--- src/rtl/cmp_branch_pkg.sv ---
// Shared opcodes, FSM encoding and status-flag layout for the compare/branch sequencer.
package cmp_branch_pkg;

  localparam logic [2:0] OP_NOP = 3'b000;
  localparam logic [2:0] OP_CMP = 3'b001;
  localparam logic [2:0] OP_BEQ = 3'b010;
  localparam logic [2:0] OP_BNE = 3'b011;
  localparam logic [2:0] OP_BLT = 3'b100;
  localparam logic [2:0] OP_BGT = 3'b101;
  localparam logic [2:0] OP_BLE = 3'b110;
  localparam logic [2:0] OP_BGE = 3'b111;

  localparam int FLAG_LT = 0;
  localparam int FLAG_EQ = 1;
  localparam int FLAG_GT = 2;

  typedef enum logic [2:0] {
    ST_IDLE        = 3'd0,
    ST_CMP_DRIVE   = 3'd1,
    ST_CMP_CAPTURE = 3'd2,
    ST_BR_EVAL     = 3'd3,
    ST_RETIRE      = 3'd4
  } state_t;

  // A trustworthy comparator result asserts exactly one of lt/eq/gt.
  function automatic logic flags_one_hot(input logic [2:0] f);
    return (f == 3'b001) || (f == 3'b010) || (f == 3'b100);
  endfunction

endpackage

--- src/rtl/branch_cond_eval.sv ---
// Combinational branch decision from the stored comparator status flags.
module branch_cond_eval
  import cmp_branch_pkg::*;
(
  input  logic [2:0] opcode,
  input  logic [2:0] flags,
  input  logic       flags_valid,
  output logic       taken
);

  logic cond;

  always_comb begin
    cond = 1'b0;
    case (opcode)
      OP_BEQ:  cond = flags[FLAG_EQ];
      OP_BNE:  cond = !flags[FLAG_EQ];
      OP_BLT:  cond = flags[FLAG_LT];
      OP_BGT:  cond = flags[FLAG_GT];
      OP_BLE:  cond = flags[FLAG_LT] | flags[FLAG_EQ];
      OP_BGE:  cond = flags[FLAG_GT] | flags[FLAG_EQ];
      default: cond = 1'b0;
    endcase
    // Without a checked CMP result no branch may be taken.
    taken = flags_valid & cond;
  end

endmodule

--- src/rtl/cmp_branch_sequencer.sv ---
// Issues CMP micro-ops to an external comparator, captures its flags, and
// resolves conditional branches against them into a PC-load pulse.
module cmp_branch_sequencer
  import cmp_branch_pkg::*;
#(
  parameter int DATA_W = 4,
  parameter int ADDR_W = 8
) (
  input  logic              i_clk,
  input  logic              i_reset,
  input  logic              i_valid,
  output logic              o_ready,
  input  logic [2:0]        i_opcode,
  input  logic [DATA_W-1:0] i_operand1,
  input  logic [DATA_W-1:0] i_operand2,
  input  logic [ADDR_W-1:0] i_target,
  output logic [DATA_W-1:0] o_cmp_operand1,
  output logic [DATA_W-1:0] o_cmp_operand2,
  output logic              o_cmp_enable,
  input  logic              i_cmp_less,
  input  logic              i_cmp_equal,
  input  logic              i_cmp_greater,
  output logic [2:0]        o_flags,
  output logic              o_flags_valid,
  output logic              o_pc_load,
  output logic [ADDR_W-1:0] o_pc_target,
  output logic              o_flag_err,
  output logic              o_done
);

  state_t              state_q, state_d;
  logic                accept;
  logic [2:0]          op_p0;
  logic [ADDR_W-1:0]   target_p0;
  logic [DATA_W-1:0]   opa_p0, opb_p0;
  logic [2:0]          sample;
  logic [2:0]          flags_q;
  logic                flags_vld_q;
  logic                cap_err_q;
  logic                taken;

  assign accept = i_valid && (state_q == ST_IDLE);

  always_comb begin
    sample          = 3'b000;
    sample[FLAG_LT] = i_cmp_less;
    sample[FLAG_EQ] = i_cmp_equal;
    sample[FLAG_GT] = i_cmp_greater;
  end

  always_ff @(posedge i_clk or posedge i_reset) begin
    if (i_reset) begin
      state_q <= ST_IDLE;
    end else begin
      state_q <= state_d;
    end
  end

  // Stage p0: micro-op latched on the accept edge
  always_ff @(posedge i_clk) begin
    if (accept) begin
      op_p0     <= i_opcode;
      target_p0 <= i_target;
    end
  end

  // Operands and status are visible outputs, so they clear on reset.
  always_ff @(posedge i_clk or posedge i_reset) begin
    if (i_reset) begin
      opa_p0      <= '0;
      opb_p0      <= '0;
      flags_q     <= 3'b000;
      flags_vld_q <= 1'b0;
      cap_err_q   <= 1'b0;
    end else begin
      if (accept) begin
        opa_p0 <= i_operand1;
        opb_p0 <= i_operand2;
      end
      if (state_q == ST_CMP_DRIVE) begin
        if (flags_one_hot(sample)) begin
          flags_q     <= sample;
          flags_vld_q <= 1'b1;
          cap_err_q   <= 1'b0;
        end else begin
          flags_vld_q <= 1'b0;
          cap_err_q   <= 1'b1;
        end
      end
    end
  end

  branch_cond_eval u_cond (
    .opcode      (op_p0),
    .flags       (flags_q),
    .flags_valid (flags_vld_q),
    .taken       (taken)
  );

  always_comb begin
    state_d      = state_q;
    o_ready      = 1'b0;
    o_cmp_enable = 1'b0;
    o_done       = 1'b0;
    o_pc_load    = 1'b0;
    o_pc_target  = '0;
    o_flag_err   = 1'b0;
    case (state_q)
      ST_IDLE: begin
        o_ready = 1'b1;
        if (i_valid) begin
          case (i_opcode)
            OP_NOP:  state_d = ST_RETIRE;
            OP_CMP:  state_d = ST_CMP_DRIVE;
            default: state_d = ST_BR_EVAL;
          endcase
        end
      end
      ST_CMP_DRIVE: begin
        o_cmp_enable = 1'b1;
        state_d      = ST_CMP_CAPTURE;
      end
      ST_CMP_CAPTURE: begin
        o_done     = 1'b1;
        o_flag_err = cap_err_q;
        state_d    = ST_IDLE;
      end
      ST_BR_EVAL: begin
        o_done     = 1'b1;
        o_flag_err = !flags_vld_q;
        if (taken) begin
          o_pc_load   = 1'b1;
          o_pc_target = target_p0;
        end
        state_d = ST_IDLE;
      end
      ST_RETIRE: begin
        o_done  = 1'b1;
        state_d = ST_IDLE;
      end
      default: state_d = ST_IDLE;
    endcase
  end

  assign o_cmp_operand1 = opa_p0;
  assign o_cmp_operand2 = opb_p0;
  assign o_flags        = flags_q;
  assign o_flags_valid  = flags_vld_q;

endmodule

--- config.mk ---
export PLATFORM = sky130hd
export DESIGN_NAME = cmp_branch_sequencer
export DESIGN_NICKNAME = d
export VERILOG_FILES = /design/src/rtl/cmp_branch_pkg.sv /design/src/rtl/branch_cond_eval.sv /design/src/rtl/cmp_branch_sequencer.sv
export SDC_FILE = /design/constraint.sdc
export NUM_CORES = 1
export LEC_CHECK = 0
export CORE_AREA = 2 2 51 62
export DETAILED_ROUTE_END_ITERATION = 6
export DIE_AREA = 0 0 53 64
export PLACE_DENSITY = 0.89
export REMOVE_ABC_BUFFERS = 1
export SLEW_MARGIN = 30
export SYNTH_ARGS = -nofsm -noshare
export SYNTH_HDL_FRONTEND = slang
export SYNTH_SLANG_ARGS = --single-unit
--- constraint.sdc ---
create_clock -name i_clk -period 2.5 [get_ports i_clk]
set_input_delay 0.25 -clock i_clk [delete_from_list [all_inputs] [get_ports i_clk]]
set_output_delay 0.25 -clock i_clk [all_outputs]
set_load 0.02 [all_outputs]
Word level (Yosys, flattened, before mapping)
Cells that the tools add are included.

storage, ports and cells
  register bits = 27
  output and inout bits = 25
  logic and storage cells = 49
  bits of input ports = 25

cells by class
  bitwise logic cells = 3
  reductions and logical operators = 9
  equal/unequal tests = 15
  multiplexer cells = 14

operators with widths
  cell                                           count
  == test 3 bit, second input constant           6
  two-way mux 8 bit                              2
  == test 3 x 2 -> 1 bit, second input constant  5
  case mux 3 bit (2 select lines)                2
  == test 3 x 1 -> 1 bit, second input constant  3
  two-way mux 1 bit                              7
  zero test 3 bit                                2
  case mux 1 bit (6 select lines)                1
  two-way mux 3 bit                              1
  OR reduction 3 bit                             1
  zero test 1 bit                                2
  logical OR 1 bit                               2
  != test 2 bit, second input constant           1
  bitwise OR 1 bit                               2
  case mux 1 bit (2 select lines)                1
  AND reduction 2 bit                            1
  AND 1 bit                                      1
  logical AND 1 bit                              1

Longest topological paths before layout
Gate-level depths: netlist of the first run.

  word-level depth = 5
  depth in mapped cells = 4
  gate-level depth less buffers = 4

By module
A second synthesis of the first run with hierarchy kept.

second synthesis, totals
  cells, all modules = 85
  area total of the unflattened synthesis = 1,151.1 µm²

by module, submodules not included
  module                times used  seq. area each (µm²)  area an instance (µm²)  cells each
  cmp_branch_sequencer  1           730.7                 1,098.6                 78
  branch_cond_eval      1           0.0                   52.6                    7

Worst setup path after synthesis of the first run
Ideal clock, no wire load.

  kind = reg2reg
  start = reg state_q[2]
  end = reg opa_p0[0], in the netlist o_cmp_operand1[0]
  clock period less this slack = 1.844 ns
  required time = 2.375 ns
  data arrival time = 1.719 ns
  setup slack = 0.656 ns
  path buffers = 1
  cell stages (with the launch flop) = 5
  library setup time = 0.125 ns
  cells stage by stage = dfrtp_1 nor3_1 and2_1 buf_6 mux2_2

between the ends
  longest elaborated chain between the ends = 2

ends and longest elaborated chain
  element                 line                        source
  from (decl)             cmp_branch_sequencer.sv:31  state_t state_q, state_d;
  from (signal assigned)  cmp_branch_sequencer.sv:55  state_q <= state_d;
  zero test 3 bit         cmp_branch_sequencer.sv:42  assign accept = i_valid && (state_q == ST_IDLE);
  logical AND 1 bit       cmp_branch_sequencer.sv:42
  net accept              cmp_branch_sequencer.sv:32  logic accept;
  to (signal assigned)    cmp_branch_sequencer.sv:77  opa_p0 <= i_operand1;
  to (decl)               cmp_branch_sequencer.sv:35  logic [DATA_W-1:0] opa_p0, opb_p0;

The timed path passes the listed nets, and every way through them passes these cells.
A chain may end at the register's enable or synchronous reset.

Worst setup path in the final report of the first run
  start = reg op_p0[2]
  end = out o_pc_target[5]

between the ends
  longest elaborated chain between the ends = 5
  elaborated cells between the ends (all ways) = 10
  classes of those cells = 6 x eq/ne; 3 x mux; 1 x bitwise

ends and longest elaborated chain
  element                                                  line                         source
  from (decl)                                              cmp_branch_sequencer.sv:33   logic [2:0] op_p0;
  from (signal assigned)                                   cmp_branch_sequencer.sv:62   op_p0 <= i_opcode;
  == test 3 bit or == test 3 x 2 -> 1 bit (tied branches)  branch_cond_eval.sv:15       case (opcode)
  case mux 1 bit (6 select lines) (*)                      branch_cond_eval.sv:15
  AND 1 bit (*)                                            branch_cond_eval.sv:25       taken = flags_valid & cond;
  two-way mux 8 bit (*)                                    cmp_branch_sequencer.sv:131  if (taken) begin
  two-way mux 8 bit (*)                                    cmp_branch_sequencer.sv:108  case (state_q)
  to (decl)                                                cmp_branch_sequencer.sv:26   output logic [ADDR_W-1:0] o_pc_target,

Every way passes the cells marked *; elsewhere a longest branch is shown, timed or not.

==> flow_results.org, run 1 <==
** Die
- Top Ports :: 50
- Starting density of the core :: 43.45%
- The floorplan has 21 rows.
- The die is 64 um tall.
- Die Outline Area :: 3392 um2
- X dimension of the die :: 53 um
- After floorplanning, the core was sized to cover 2759 um2.

** Global route
- Initial antenna violation count :: 0
- Vias in the first global route :: 910
- All-Layer GR Usage :: 16.18%
- Overflow left after global routing :: 0
- Entering global routing, the biggest net connects 18 pins.
- The first global-routing pass estimated 4022 um of wire.

** Drt
- The detailed router finished its first iteration with 5 violations.
- The first TritonRoute pass finished after 4 iterations.
- Dividing the detail-routed wire length by the instance count gives 13.73 um.
- Number of antenna-violating nets in the routed design :: 0
- In the routed design, unresolved DRC markers number 0.
- DR vias/cell :: 5.236
- The final route contains 953 vias.
- The routed design has 2498 um of wire.

** Clocking
- In this run the number of H-tree levels came out at 1.
- Clock buffer count from CTS :: 3
- Counting along the longest clock path gives a buffer depth of 2.
- Clock latency on the worst-skew pair, taken at its later pin, is 320 ps.
- Number of sinks on the clock net :: 27
- Cell at the root of the clock tree :: sky130_fd_sc_hd__clkbuf_4
- After clock tree synthesis, the clock-pin slew on the worst setup and hold paths is 140 ps.
- After clock tree synthesis, the flow added hold-fix buffers numbering 0.
- CTS tree :: yes

** Worst setup path
- STA classifies the critical path endpoint as an output pin.
- Worst path cell trace :: nor4bb_2 > a221oi_4 > buf_4 > nor2_1 > clkdlybuf4s50_1
- In this run the worst path has a maximum fanout of 3.
- Type of element launching the critical path :: flip-flop
- The critical path is of the reg -> out type.
- Critical R2R Launch :: state_q[1]
- Worst flop-to-flop path endpoint :: target_p0[1]
- Critical path data required time :: 2250 ps
- Path depth of the worst reg2reg path :: 3
- Data arrives at the worst endpoint at 2160 ps.
- The worst register-to-register path has a setup slack of 610 ps.
- Max stage delay cell, worst path :: sky130_fd_sc_hd__clkdlybuf4s50_1
- Max incr delay on CP :: 630 ps

** Synth
- Of all cell types, the one taking the most synthesized area is sky130_fd_sc_hd__dfrtp_1.
- Yosys mapped the design onto 28 distinct sky130hd cell types.
- The most used flip-flop cell after synthesis is sky130_fd_sc_hd__dfrtp_1.
- Mapped cell area :: 1199 um2
- Number of synthesized register bits :: 27
- Sequential elements use 60.96% of the synthesized area.
- Cell count after synthesis :: 94
- Synth top area cells :: sky130_fd_sc_hd__dfrtp_1 33%, sky130_fd_sc_hd__edfxtp_1 28%, sky130_fd_sc_hd__mux2_2 10%, sky130_fd_sc_hd__nor2_1 3.4%, sky130_fd_sc_hd__nand2_1 2.5%
- Share of the synthesized area in the top cell type :: 33.40%
- In this run the mean area of a mapped cell was 12.75 um2.
- Number of enable flip-flop cells after synthesis :: 11
- Warnings, synthesis :: 0
- Async SR Flop Fraction :: 59.26%

** Power
- Static leakage power :: 0.6793 nW
- Relative contribution of sequential cells to total power :: 46.9%
- Overall Power :: 1.328 mW
- Power spent charging and discharging nets :: 0.4319 mW
- Combinational logic burns 39.4% of the power.
- Pint :: 0.8956 mW
- Power density over the cells :: 748.2 nW/um2
- The clock network is responsible for 13.7% of the overall power.
- Peak supply drop :: 0.5495 mV
- Of the total power, the share spent switching nets is 32.53%.

** Timing
- The max-slew violation count was 0.
- Hold WS :: 276.6 ps
- Measured against its own limit, the worst slew margin works out to 53.54%.
- Final count of negative-setup-slack endpoints :: 0
- The worst path uses 96.24% of the clock period.
- Subtracting the final worst setup slack from the clock period gives 2406 ps.
- Worst-margin pin slew :: 696.9 ps
- Worst clock skew on the final layout :: 0.9780 ps
- The hold violation count in the final report is 0.
- Fmax :: 0.4156 GHz

** Hold path
- The tightest min-delay check is of the in -> async type.

** Run
- Max-capacitance violation count :: 0

** Run status
- Run status :: finished, final reports clean

** Place
- Quantity of I/O buffers inserted on ports :: 49
- Once placement completed, the tool counted placed cells totaling 176.
- DPL Wire Length :: 1953 um
- The congestion estimate from routability-driven global placement came to 0.7516.

** Final layout
- Count of non-filler cells in the finished layout :: 182
- Share of final-layout standard cells stronger than drive strength 1 :: 16.22%
- Area growth, synth to finish :: 48.02%
- Fin util :: 64.31%
- The repair_antennas step left the layout with diodes totalling 0.
- For this run, the post-layout net count is 174.
## power by group through the flow
stage / logic, mW / registers, mW / clock network [mW]
after global routing: 0.558 / 0.637 / 0.209
after global placement: 0.498 / 0.623 / 0
after detailed placement: 0.510 / 0.632 / 0
final: 0.523 / 0.623 / 0.181
after CTS: 0.513 / 0.623 / 0.189
after floorplan: 0.189 / 0.696 / 0
## state kept, by name (all words and copies together) (netlist names)
register / count
op_p0: 3
o_flags: 3
o_flags_valid: 1
state_q: 3
o_cmp_operand2: 4
target_p0: 8
cap_err_q: 1
o_cmp_operand1: 4
## timing repair
item / in CTS / in global routing
resized for setup: 0 / 2
setup buffers: 0 / 2
setup endpoints to repair: 0 / 9
## area by class of cell
type	count	area, um2
inverter	4	20.02
tap	34	42.54
clock buffer	3	22.52
fill	222	984.7
clock inverter	1	5.005
multi-input combinational	61	440.4
timing repair buffer	52	513.0
sequential	27	730.7
## worst max-delay path: cells and delay by family (launching register included)
family | cells | cell delay [ps]
compound gates | 1 | 60
simple gates | 2 | 520
flops | 1 | 480
buf+inv | 2 | 780
## per-stage QoR
| step | cell area (um2) | worst slack, ps | TNS, ps |
|---|---|---|---|
| 6_report | 1774 | 94.05 | 0 |
| 5_1_grt | 1774 | -15.64 | -15.64 |
| 4_1_cts | 1752 | 45.62 | 0 |
| 3_5_place_dp | 1724 | 431.8 | 0 |
| 3_3_place_gp | 1724 | 479.2 | 0 |
| 2_1_floorplan | 1184 | 387.7 | 0 |
## cell families (layout without fill, tap and decap cells)
| logic type | Yosys count | in the layout | share of synthesized area [%] |
|---|---|---|---|
| simple gates | 32 | 32 | 14.51 |
| flops | 27 | 27 | 60.96 |
| compound gates | 17 | 17 | 10.54 |
| mux | 11 | 11 | 10.33 |
| buf+inv | 6 | 60 | 2.922 |
| xor+xnor | 1 | 1 | 0.7308 |
## worst max-delay path by stage
stage	start	end	slack, ps	cells past startpoint
global placement	op_p0[0]	o_pc_target[2]	480	4
detailed placement	op_p0[0]	o_pc_target[4]	430	4
floorplan	state_q[2]	o_cmp_operand1[0]	390	3
global route	op_p0[2]	o_pc_target[5]	-20	5
CTS	op_p0[0]	o_pc_target[4]	50	4
finish	op_p0[2]	o_pc_target[5]	90	5
## cell usage in the layout, fill, tap and decap left out, drive strengths merged, types with 4 or more instances in the layout
master and count:
o21ai 5, clkdlybuf4s50 49, nor2 11, nand2 8, dfrtp 16, mux2 11
a21oi 4, edfxtp 11
## per-layer routing
metal / track usage (%) / vias up / share of wire, %
met5: 0 / - / 0
met4: 8.654 / 0 / 2.5
met3: 3.972 / 8 / 7.7
met2: 26.41 / 49 / 53
met1: 19.13 / 450 / 37
li1: - / 446 / -
## synth_stat cells, drive strengths merged, types with 3 or more instances
master,count
a21oi,4
dfrtp,16
edfxtp,11
inv,3
mux2,11
nand2,8
nor2,11
o21ai,5
Power figures use the tool's default switching activity.
==> run 2, diff against run 1 <==
--- a/config.mk
+++ b/config.mk
@@ -5,12 +5,13 @@
 export SDC_FILE = /design/constraint.sdc
 export NUM_CORES = 1
 export LEC_CHECK = 0
-export CORE_AREA = 2 2 51 62
+export CORE_AREA = 2 2 50 62
 export DETAILED_ROUTE_END_ITERATION = 6
-export DIE_AREA = 0 0 53 64
+export DIE_AREA = 0 0 52 64
 export PLACE_DENSITY = 0.89
 export REMOVE_ABC_BUFFERS = 1
 export SLEW_MARGIN = 30
 export SYNTH_ARGS = -nofsm -noshare
 export SYNTH_HDL_FRONTEND = slang
+export SYNTH_HIERARCHICAL = 1
 export SYNTH_SLANG_ARGS = --single-unit
==> flow_results.org, run 2 <==
** Run status
- Run status :: finished, final reports clean (unchanged)

** Worst setup path
- The standard cell with the maximum stage delay on the critical path was sky130_fd_sc_hd__edfxtp_1 (was sky130_fd_sc_hd__clkdlybuf4s50_1).
- Critical path data required time :: 2250 ps (about the same)
- Type of element launching the critical path :: flip-flop (unchanged)
- Kind of end point of the critical path :: output pin (unchanged)
- WS Path Type :: reg -> out (unchanged)
- The largest fanout on the critical path was 9 (was 3).
- The stage delay of the slowest cell on the critical path came to 410 ps (was 630 ps).
- The data arrival time at the worst-slack endpoint was 2100 ps (was 2160 ps).
- Worst path cell trace :: nand2b_4 > or3b_1 > a31oi_1 > and3_2 > and2_1 > clkdlybuf4s15_1 (was nor4bb_2 > a221oi_4 > buf_4 > nor2_1 > clkdlybuf4s50_1)

** Synth
- The dominant cell type by area after synthesis is sky130_fd_sc_hd__dfrtp_1 (unchanged).
- The commonest register cell after synthesis is sky130_fd_sc_hd__dfrtp_1 (unchanged).
- Top-count cell post-synth :: sky130_fd_sc_hd__dfrtp_1 (unchanged)
- Warnings, synthesis :: 6 (was 0)
- The share of async-settable or async-resettable flops after synthesis came to 59.26% (unchanged).
- Count of cell types in the netlist :: 30 (was 28)
- The proportion of netlist area held by the largest area contributor was 34.78% (was 33.40%).
- The register bit total from synthesis came to 27 (unchanged).
- The synthesized area divided by synthesized cell count came to 13.54 um2 (was 12.75 um2).
- Most frequent cells after synthesis: 16 x sky130_fd_sc_hd__dfrtp_1, 11 x sky130_fd_sc_hd__edfxtp_1, 9 x sky130_fd_sc_hd__and2_1, 6 x sky130_fd_sc_hd__mux2_2, 5 x sky130_fd_sc_hd__nand2_1 (was 16 x sky130_fd_sc_hd__dfrtp_1, 11 x sky130_fd_sc_hd__edfxtp_1, 11 x sky130_fd_sc_hd__mux2_2, 11 x sky130_fd_sc_hd__nor2_1, 8 x sky130_fd_sc_hd__nand2_1).
- The number of instances in the synthesized netlist came to 85 (was 94).
- Share of synthesized area occupied by flip-flops and latches :: 63.48% (was 60.96%)
- The post-synthesis instance area is 1151 um2 (was 1199 um2).
- Synth top area cells :: sky130_fd_sc_hd__dfrtp_1 35%, sky130_fd_sc_hd__edfxtp_1 29%, sky130_fd_sc_hd__mux2_2 5.9%, sky130_fd_sc_hd__and2_1 4.9%, sky130_fd_sc_hd__mux2_1 2.9% (was sky130_fd_sc_hd__dfrtp_1 33%, sky130_fd_sc_hd__edfxtp_1 28%, sky130_fd_sc_hd__mux2_2 10%, sky130_fd_sc_hd__nor2_1 3.4%, sky130_fd_sc_hd__nand2_1 2.5%)
- The number of synthesized flops with an enable pin came to 11 (unchanged).

** Final layout
- Flip-flop count of the largest register after layout :: 8 (unchanged)
- The number of antenna cells inserted was 0 (unchanged).
- Fin util :: 62.60% (was 64.31%)
- The filler-free cell count of the finished design was 172 (was 182).
- Area growth, synth to finish :: 47.17% (was 48.02%)
- The number of inserted filler cells in the final layout is 214 (was 222).
- The register with the most flip-flops is target_p0 (unchanged).
- Final #Nets :: 164 (was 174)
- The final cell area excluding filler cells was 1694 um2 (was 1774 um2).
- The leading cell type in the layout, fill and taps excluded is sky130_fd_sc_hd__clkdlybuf4s50_1 (unchanged).
- Highest-count cells in the layout ignoring fill and taps: 40 x sky130_fd_sc_hd__clkdlybuf4s50_1, 16 x sky130_fd_sc_hd__dfrtp_1, 11 x sky130_fd_sc_hd__edfxtp_1, 9 x sky130_fd_sc_hd__and2_1, 6 x sky130_fd_sc_hd__mux2_2 (was 49 x sky130_fd_sc_hd__clkdlybuf4s50_1, 16 x sky130_fd_sc_hd__dfrtp_1, 11 x sky130_fd_sc_hd__nor2_1, 11 x sky130_fd_sc_hd__mux2_2, 11 x sky130_fd_sc_hd__edfxtp_1).
- The layout cell share with drive strength beyond 1 came to 15.22% (was 16.22%).

** Clocking
- CTS tree :: yes (unchanged)
- Clock buffer count from CTS :: 3 (unchanged)
- The number of sinks handled by clock tree synthesis is 27 (unchanged).
- Cell at the root of the clock tree :: sky130_fd_sc_hd__clkbuf_4 (unchanged)
- The number of hold buffers added after CTS was 0 (unchanged).
- Maximum number of buffers from clock root to sink :: 2 (unchanged)
- The clock-pin slew on the worst setup and hold paths came to 140 ps (about the same).
- Number of H-tree levels :: 1 (unchanged)
- The insertion delay to the later sink of the worst-skew pair was 320 ps (about the same).

** Power
- Static leakage power :: 0.7005 nW (was 0.6793 nW)
- Part of the power in combinational logic :: 37.5% (was 39.4%)
- The switching component of the power came to 0.4052 mW (was 0.4319 mW).
- Switching portion of total power :: 31.68% (was 32.53%)
- The portion of total power attributed to sequential cells is 48.5% (was 46.9%).
- The overall power of the completed layout came to 1.279 mW (was 1.328 mW).
- The power density normalized to cell area was 755.0 nW/um2 (was 748.2 nW/um2).
- Pint :: 0.8739 mW (was 0.8956 mW)
- Peak supply drop :: 0.4087 mV (was 0.5495 mV)
- The fraction of power consumed by the clock network is 14.0% (was 13.7%).

** Die
- Total number of placement rows :: 21 (unchanged)
- The effective utilization at floorplan is 42.53% (was 43.45%).
- X dimension of the die :: 52 um (was 53 um)
- Vertical die dimension :: 64 um (unchanged)
- Die Outline Area :: 3328 um2 (was 3392 um2)
- Core region area :: 2706 um2 (was 2759 um2)
- Top Ports :: 50 (unchanged)

** Timing
- Fmax :: 0.4250 GHz (was 0.4156 GHz)
- The clock skew after layout is 7.186 ps (was 0.9780 ps).
- The share of the clock period used by the worst path after layout is 94.12% (was 96.24%).
- Worst-margin pin slew :: 607.9 ps (was 696.9 ps)
- The smallest hold slack is 279.4 ps (was 276.6 ps).
- The setup TNS was 0 ps (unchanged).
- Endpoints failing hold :: 0 (unchanged)
- The max-slew violation count came to 0 (unchanged).
- Slew HR :: 59.43% (was 53.54%)
- The time the final worst path needs with I/O delays and setup came to 2353 ps (was 2406 ps).
- The worst setup slack after layout came to 147.0 ps (was 94.05 ps).
- Setup repair after global routing left no endpoint under its margin.
- The count of endpoints failing setup in the final report was 0 (unchanged).

** Place
- Quantity of I/O buffers inserted on ports :: 49 (unchanged)
- Global placer's final weighted congestion :: 0.7594 (was 0.7516)
- DPL Wire Length :: 1881 um (was 1953 um)
- The pre-CTS worst setup slack came to 162.2 ps (was 431.8 ps).
- The total instance count after detailed placement is 168 (was 176).
- Post-DP Area :: 1683 um2 (was 1724 um2)

** Drt
- The sum of routed wire length over all layers is 2343 um (was 2498 um).
- The mean routed wirelength per cell was 13.62 um (was 13.73 um).
- Vias post-DR :: 840 (was 953)
- DRT iter0 DRCs :: 10 (was 5)
- DRC Markers :: 0 (unchanged)
- The number of nets with antenna violations after detailed routing was 0 (unchanged).
- The number of search-and-repair iterations in the first detailed-routing pass is 4 (unchanged).
- The mean number of vias per cell came to 4.884 (was 5.236).

** Global route
- Overflow left after global routing :: 0 (unchanged)
- GR Layer Usage met1 :: 19.88% (was 19.13%)
- The global-route wire length before repair was 4126 um (was 4022 um).
- Routing usage on met2 :: 28.96% (was 26.41%)
- Initial antenna violation count :: 0 (unchanged)
- Largest net degree at the start of global routing :: 17 (was 18)
- The via count of the first global-routing pass was 865 (was 910).
- GRT met3 Usage :: 2.336% (was 3.972%)
- The combined global-route utilization of all metal layers is 16.74% (was 16.18%).
- Gr busiest metal :: met2 (unchanged)

** Run
- The total of max-cap violations came to 0 (unchanged).

** Hold path
- Min-delay worst type :: in -> async (unchanged)
[run 2: layout make-up]
type / count / area (um2) / share of cell area, %
flip-flops and latches: 27 / 730.7 / 43.13
repair buffers: 51 / 489.2 / 28.88
multi-input cells: 53 / 387.9 / 22.90
well taps: 34 / 42.54 / 2.511
clock buffers: 3 / 22.52 / 1.329
inverters: 3 / 16.27 / 0.9601
clock inverters: 1 / 5.005 / 0.2954
[run 2: worst max-delay path, delay by kind of cell, from the launching register on]
family          cells  cell delay, ps
simple gates        4             930
compound gates      1             150
flops               1             410
buf+inv             1             290
[run 2: kinds of logic after synthesis]
family	synth area share, %
AOI/OAI and AO/OA	9.890
muxes	8.804
buffers and inverters	2.826
DFF	63.48
xor gates and xnor gates	0.7610
and+or+nand+nor	14.24
[run 2: layer usage]
layer	wire (um)	vias up	share of wire, %
met1	884	407	38
met4	53	0	2.3
met5	0	-	0
met2	1334	18	57
met3	71	5	3.0
li1	-	410	-
[run 2: power groups by stage]
stage | Clock, mW | Combinational [mW] | Sequential [mW]
2_1_floorplan | 0 | 0.168 | 0.697
3_3_place_gp | 0 | 0.476 | 0.624
3_5_place_dp | 0 | 0.488 | 0.631
4_1_cts | 0.191 | 0.486 | 0.620
5_1_grt | 0.208 | 0.514 | 0.635
6_report | 0.180 | 0.479 | 0.620
[run 2: worst paths after layout]
check	from	to	slack (ps)	depth (start not counted)
worst min register to register	o_cmp_operand1[0]	o_cmp_operand1[0]	510	1
min in group i_clk	i_target[6]	target_p0[6]	480	1
worst min-delay path	i_reset	o_flags[2]	280	2
max in group asynchronous	i_reset	state_q[1]	1820	2
worst max-delay path	op_p0[2]	o_pc_target[7]	150	6
worst max register to register	state_q[0]	o_cmp_operand1[2]	970	4
[run 2: what timing repair did]
item | 4_1_cts | 5_1_grt
setup buffers | 0 | 0
resized for setup | 9 | 11
setup endpoints to repair | 9 | 8
==> run 3, diff against run 2 <==
--- a/config.mk
+++ b/config.mk
@@ -8,6 +8,7 @@
 export CORE_AREA = 2 2 50 62
 export DETAILED_ROUTE_END_ITERATION = 6
 export DIE_AREA = 0 0 52 64
+export MAX_ROUTING_LAYER = met4
 export PLACE_DENSITY = 0.89
 export REMOVE_ABC_BUFFERS = 1
 export SLEW_MARGIN = 30
==> constraint.sdc (replaced) <==
create_clock -name i_clk -period 2.5 [get_ports i_clk]
set_input_delay 0.25 -clock i_clk [delete_from_list [all_inputs] [get_ports i_clk]]
set_output_delay 0.25 -clock i_clk [all_outputs]
set_load 0.1 [all_outputs]
==> flow_results.org, run 3 (synthesized netlist as in run 2, its figures left out) <==
** Power
- Relative contribution of sequential cells to total power :: 34.7% (was 48.5%)
- The fraction of power consumed by the clock network was 10.3% (was 14.0%).
- Peak supply drop :: 0.7302 mV (was 0.4087 mV)
- Power density over the cells :: 1015 nW/um2 (was 755.0 nW/um2)
- Switching portion of total power :: 51.74% (was 31.68%)
- Part of the power in combinational logic :: 54.9% (was 37.5%)
- Pint :: 0.8634 mW (was 0.8739 mW)
- The switching component of the power was 0.9258 mW (was 0.4052 mW).
- The standby leakage power came to 0.7386 nW (was 0.7005 nW).

** Clocking
- Clock input transition at the sequential cells of the worst setup and hold paths :: 140 ps (about the same)
- The buffer depth of the longest clock path was 2 (unchanged).
- The insertion delay to the later sink of the worst-skew pair came to 320 ps (about the same).
- Number of gates resized after cts :: 0 (was 9)
- The H-tree level count is 1 (unchanged).
- CTS tree :: yes (unchanged)
- Number of post-CTS setup repair buffers :: 0 (unchanged)
- The number of hold buffers added after CTS came to 0 (unchanged).
- Cell at the root of the clock tree :: sky130_fd_sc_hd__clkbuf_4 (unchanged)
- The total clock buffers created by CTS came to 3 (unchanged).
- The number of sinks handled by clock tree synthesis was 27 (unchanged).

** Final layout
- The fraction of the core area covered by cells at the end of the flow was 65.14% (was 62.60%).
- Final std cell area, no fill :: 1763 um2 (was 1694 um2)
- The register with the most flip-flops is target_p0 (unchanged).
- Area growth, synth to finish :: 53.15% (was 47.17%)
- Highest-count cells in the layout ignoring fill and taps :: 24 x sky130_fd_sc_hd__clkdlybuf4s50_1, 18 x sky130_fd_sc_hd__buf_4, 16 x sky130_fd_sc_hd__dfrtp_1, 11 x sky130_fd_sc_hd__edfxtp_1 (was 40 x sky130_fd_sc_hd__clkdlybuf4s50_1, 16 x sky130_fd_sc_hd__dfrtp_1, 11 x sky130_fd_sc_hd__edfxtp_1, 9 x sky130_fd_sc_hd__and2_1, 6 x sky130_fd_sc_hd__mux2_2)
- The flip-flop count of the largest register after layout was 8 (unchanged).
- Most common library cell in the layout ignoring fill and taps :: sky130_fd_sc_hd__clkdlybuf4s50_1 (unchanged)
- The filler-free cell count of the finished design was 172 (unchanged).
- # diodes :: 0 (unchanged)
- The number of inserted filler cells in the final layout came to 196 (was 214).
- The number of nets in the layout is 164 (unchanged).
- Share of final-layout standard cells stronger than drive strength 1 :: 30.43% (was 15.22%)

** Worst setup path
- The worst path buffer plus inverter count came to 1 (unchanged).
- Max stage delay cell, worst path :: sky130_fd_sc_hd__edfxtp_1 (unchanged)
- Reg2Reg Setup Slack :: 930 ps (was 970 ps)
- Max incr delay on CP :: 420 ps (was 410 ps)
- Critical path data required time :: 2250 ps (about the same)
- Worst path cell trace: nand2b_4 > or3b_1 > a31oi_1 > and3_4 > and2_1 > buf_12 (was nand2b_4 > or3b_1 > a31oi_1 > and3_2 > and2_1 > clkdlybuf4s15_1).
- The largest fanout on the critical path is 9 (unchanged).
- The endpoint of the worst register-to-register path is o_cmp_operand1[2] (unchanged).
- Critical R2R Launch :: state_q[0] (unchanged)
- Type of element launching the critical path :: flip-flop (unchanged)
- The data arrival time at the worst-slack endpoint came to 2110 ps (was 2100 ps).
- Family with the most delay on the worst path :: simple AND/OR/NAND/NOR gates (unchanged)
- Kind of end point of the critical path :: output pin (unchanged)
- The worst-case reg-to-reg path depth was 4 (unchanged).
- The type of the worst setup path was reg -> out (unchanged).

** Run
- Max-capacitance violation count :: 0 (unchanged)

** Timing
- The worst setup slack after layout came to 144.9 ps (was 147.0 ps).
- The setup TNS came to 0 ps (unchanged).
- RSZ-0062 raised after global routing :: no (unchanged)
- Share of the cycle needed by the critical path after routing :: 94.20% (was 94.12%)
- Endpoints failing hold :: 0 (unchanged)
- The achievable clock frequency is 0.4246 GHz (was 0.4250 GHz).
- The slew of the pin with the lowest slew margin came to 610.1 ps (was 607.9 ps).
- The max-slew violation count is 0 (unchanged).
- Final count of negative-setup-slack endpoints :: 0 (unchanged)
- Slew HR :: 59.28% (was 59.43%)
- The clock skew after layout is 5.576 ps (was 7.186 ps).
- Post-layout minimum cycle time :: 2355 ps (was 2353 ps)

** Drt
- The mean number of vias per cell is 5.058 (was 4.884).
- The sum of routed wire length over all layers was 2512 um (was 2343 um).
- The number of nets with antenna violations after detailed routing was 0 (unchanged).
- The detailed router's first-iteration violation count was 21 (was 10).
- Length of the first detailed-routing pass in iterations :: 4 (unchanged)
- DRC Markers :: 0 (unchanged)
- The overall via count from detail_route came to 870 (was 840).
- The mean routed wirelength per cell was 14.60 um (was 13.62 um).

** Place
- Worst slack at placement :: 481.2 ps (was 162.2 ps)
- Number of placed instances with taps included :: 168 (unchanged)
- DPL Wire Length :: 2054 um (was 1881 um)
- The number of buffers added on ports is 49 (unchanged).
- Global placer's final weighted congestion :: 0.7873 (was 0.7594)
- The instance area at placement is 1733 um2 (was 1683 um2).

** Run status
- Run status: finished, final reports clean (unchanged).

** Hold path
- The class of the most critical hold timing path was in -> async (unchanged).

** Die
- Vertical die dimension :: 64 um (unchanged)
- Top Ports :: 50 (unchanged)
- Total number of placement rows :: 21 (unchanged)
- The effective utilization at floorplan was 42.53% (unchanged).
- X dimension of the die :: 52 um (unchanged)
- The total die area came to 3328 um2 (unchanged).
- The area inside the core boundary came to 2706 um2 (unchanged).

** Global route
- The global-route wire length before repair is 4022 um (was 4126 um).
- The number of antenna violations at the first check in global routing came to 0 (unchanged).
- Vias in the first global route :: 862 (was 865)
- All-Layer GR Usage :: 16.92% (was 16.74%)
- Largest net degree at the start of global routing :: 17 (unchanged)
- The total grt overflow came to 0 (unchanged).
[run 3: routing by layer]
layer / part of all wire [%] / global-route usage [%] / vias up
li1: - / - / 411
met1: 34 / 19.04 / 423
met2: 60 / 29.11 / 32
met3: 4.2 / 2.336 / 4
met4: 1.6 / 7.566 / 0
met5: 0 / - / -
[run 3: how the worst max path moves through the flow]
stage / startpoint / depth (start not counted) / end
3_3_place_gp: op_p0[2] / 6 / o_pc_target[6]
3_5_place_dp: op_p0[2] / 6 / o_pc_target[2]
4_1_cts: op_p0[2] / 6 / o_pc_target[2]
2_1_floorplan: state_q[0] / 3 / o_cmp_operand1[3]
6_report: op_p0[2] / 6 / o_pc_target[2]
5_1_grt: op_p0[2] / 6 / o_pc_target[2]
[run 3: stage by stage]
stage / hold slack [ps] / total power [mW]
finish: 278.2 / 1.789
floorplan: 163.7 / 1.367
global placement: 468.3 / 1.597
CTS: 303.1 / 1.796
global route: 316.8 / 1.863
detailed placement: 478.3 / 1.618
[run 3: final cells by class]
cell class / instances / area, um2 / share of cell area [%]
Sequential cell: 27 / 730.7 / 41.45
Timing Repair Buffer: 51 / 555.5 / 31.51
Multi-Input combinational cell: 53 / 391.6 / 22.21
Tap cell: 34 / 42.54 / 2.413
Clock buffer: 4 / 26.28 / 1.490
Inverter: 3 / 16.27 / 0.9226
[run 3: worst reg2reg max path, stage by stage, from the launching register on]
cell and delay (ps):
sky130_fd_sc_hd__dfrtp_1 480, sky130_fd_sc_hd__nor3_1 250, sky130_fd_sc_hd__and2_1 190, sky130_fd_sc_hd__buf_4 200, sky130_fd_sc_hd__mux2_1 340
[run 3: power groups by stage]
stage	Sequential, mW	Clock (mW)	Combinational (mW)
after floorplan	1.08	0	0.290
after global placement	0.625	0	0.971
after detailed placement	0.632	0	0.986
after CTS	0.622	0.187	0.987
after global routing	0.637	0.209	1.02
final	0.621	0.185	0.983
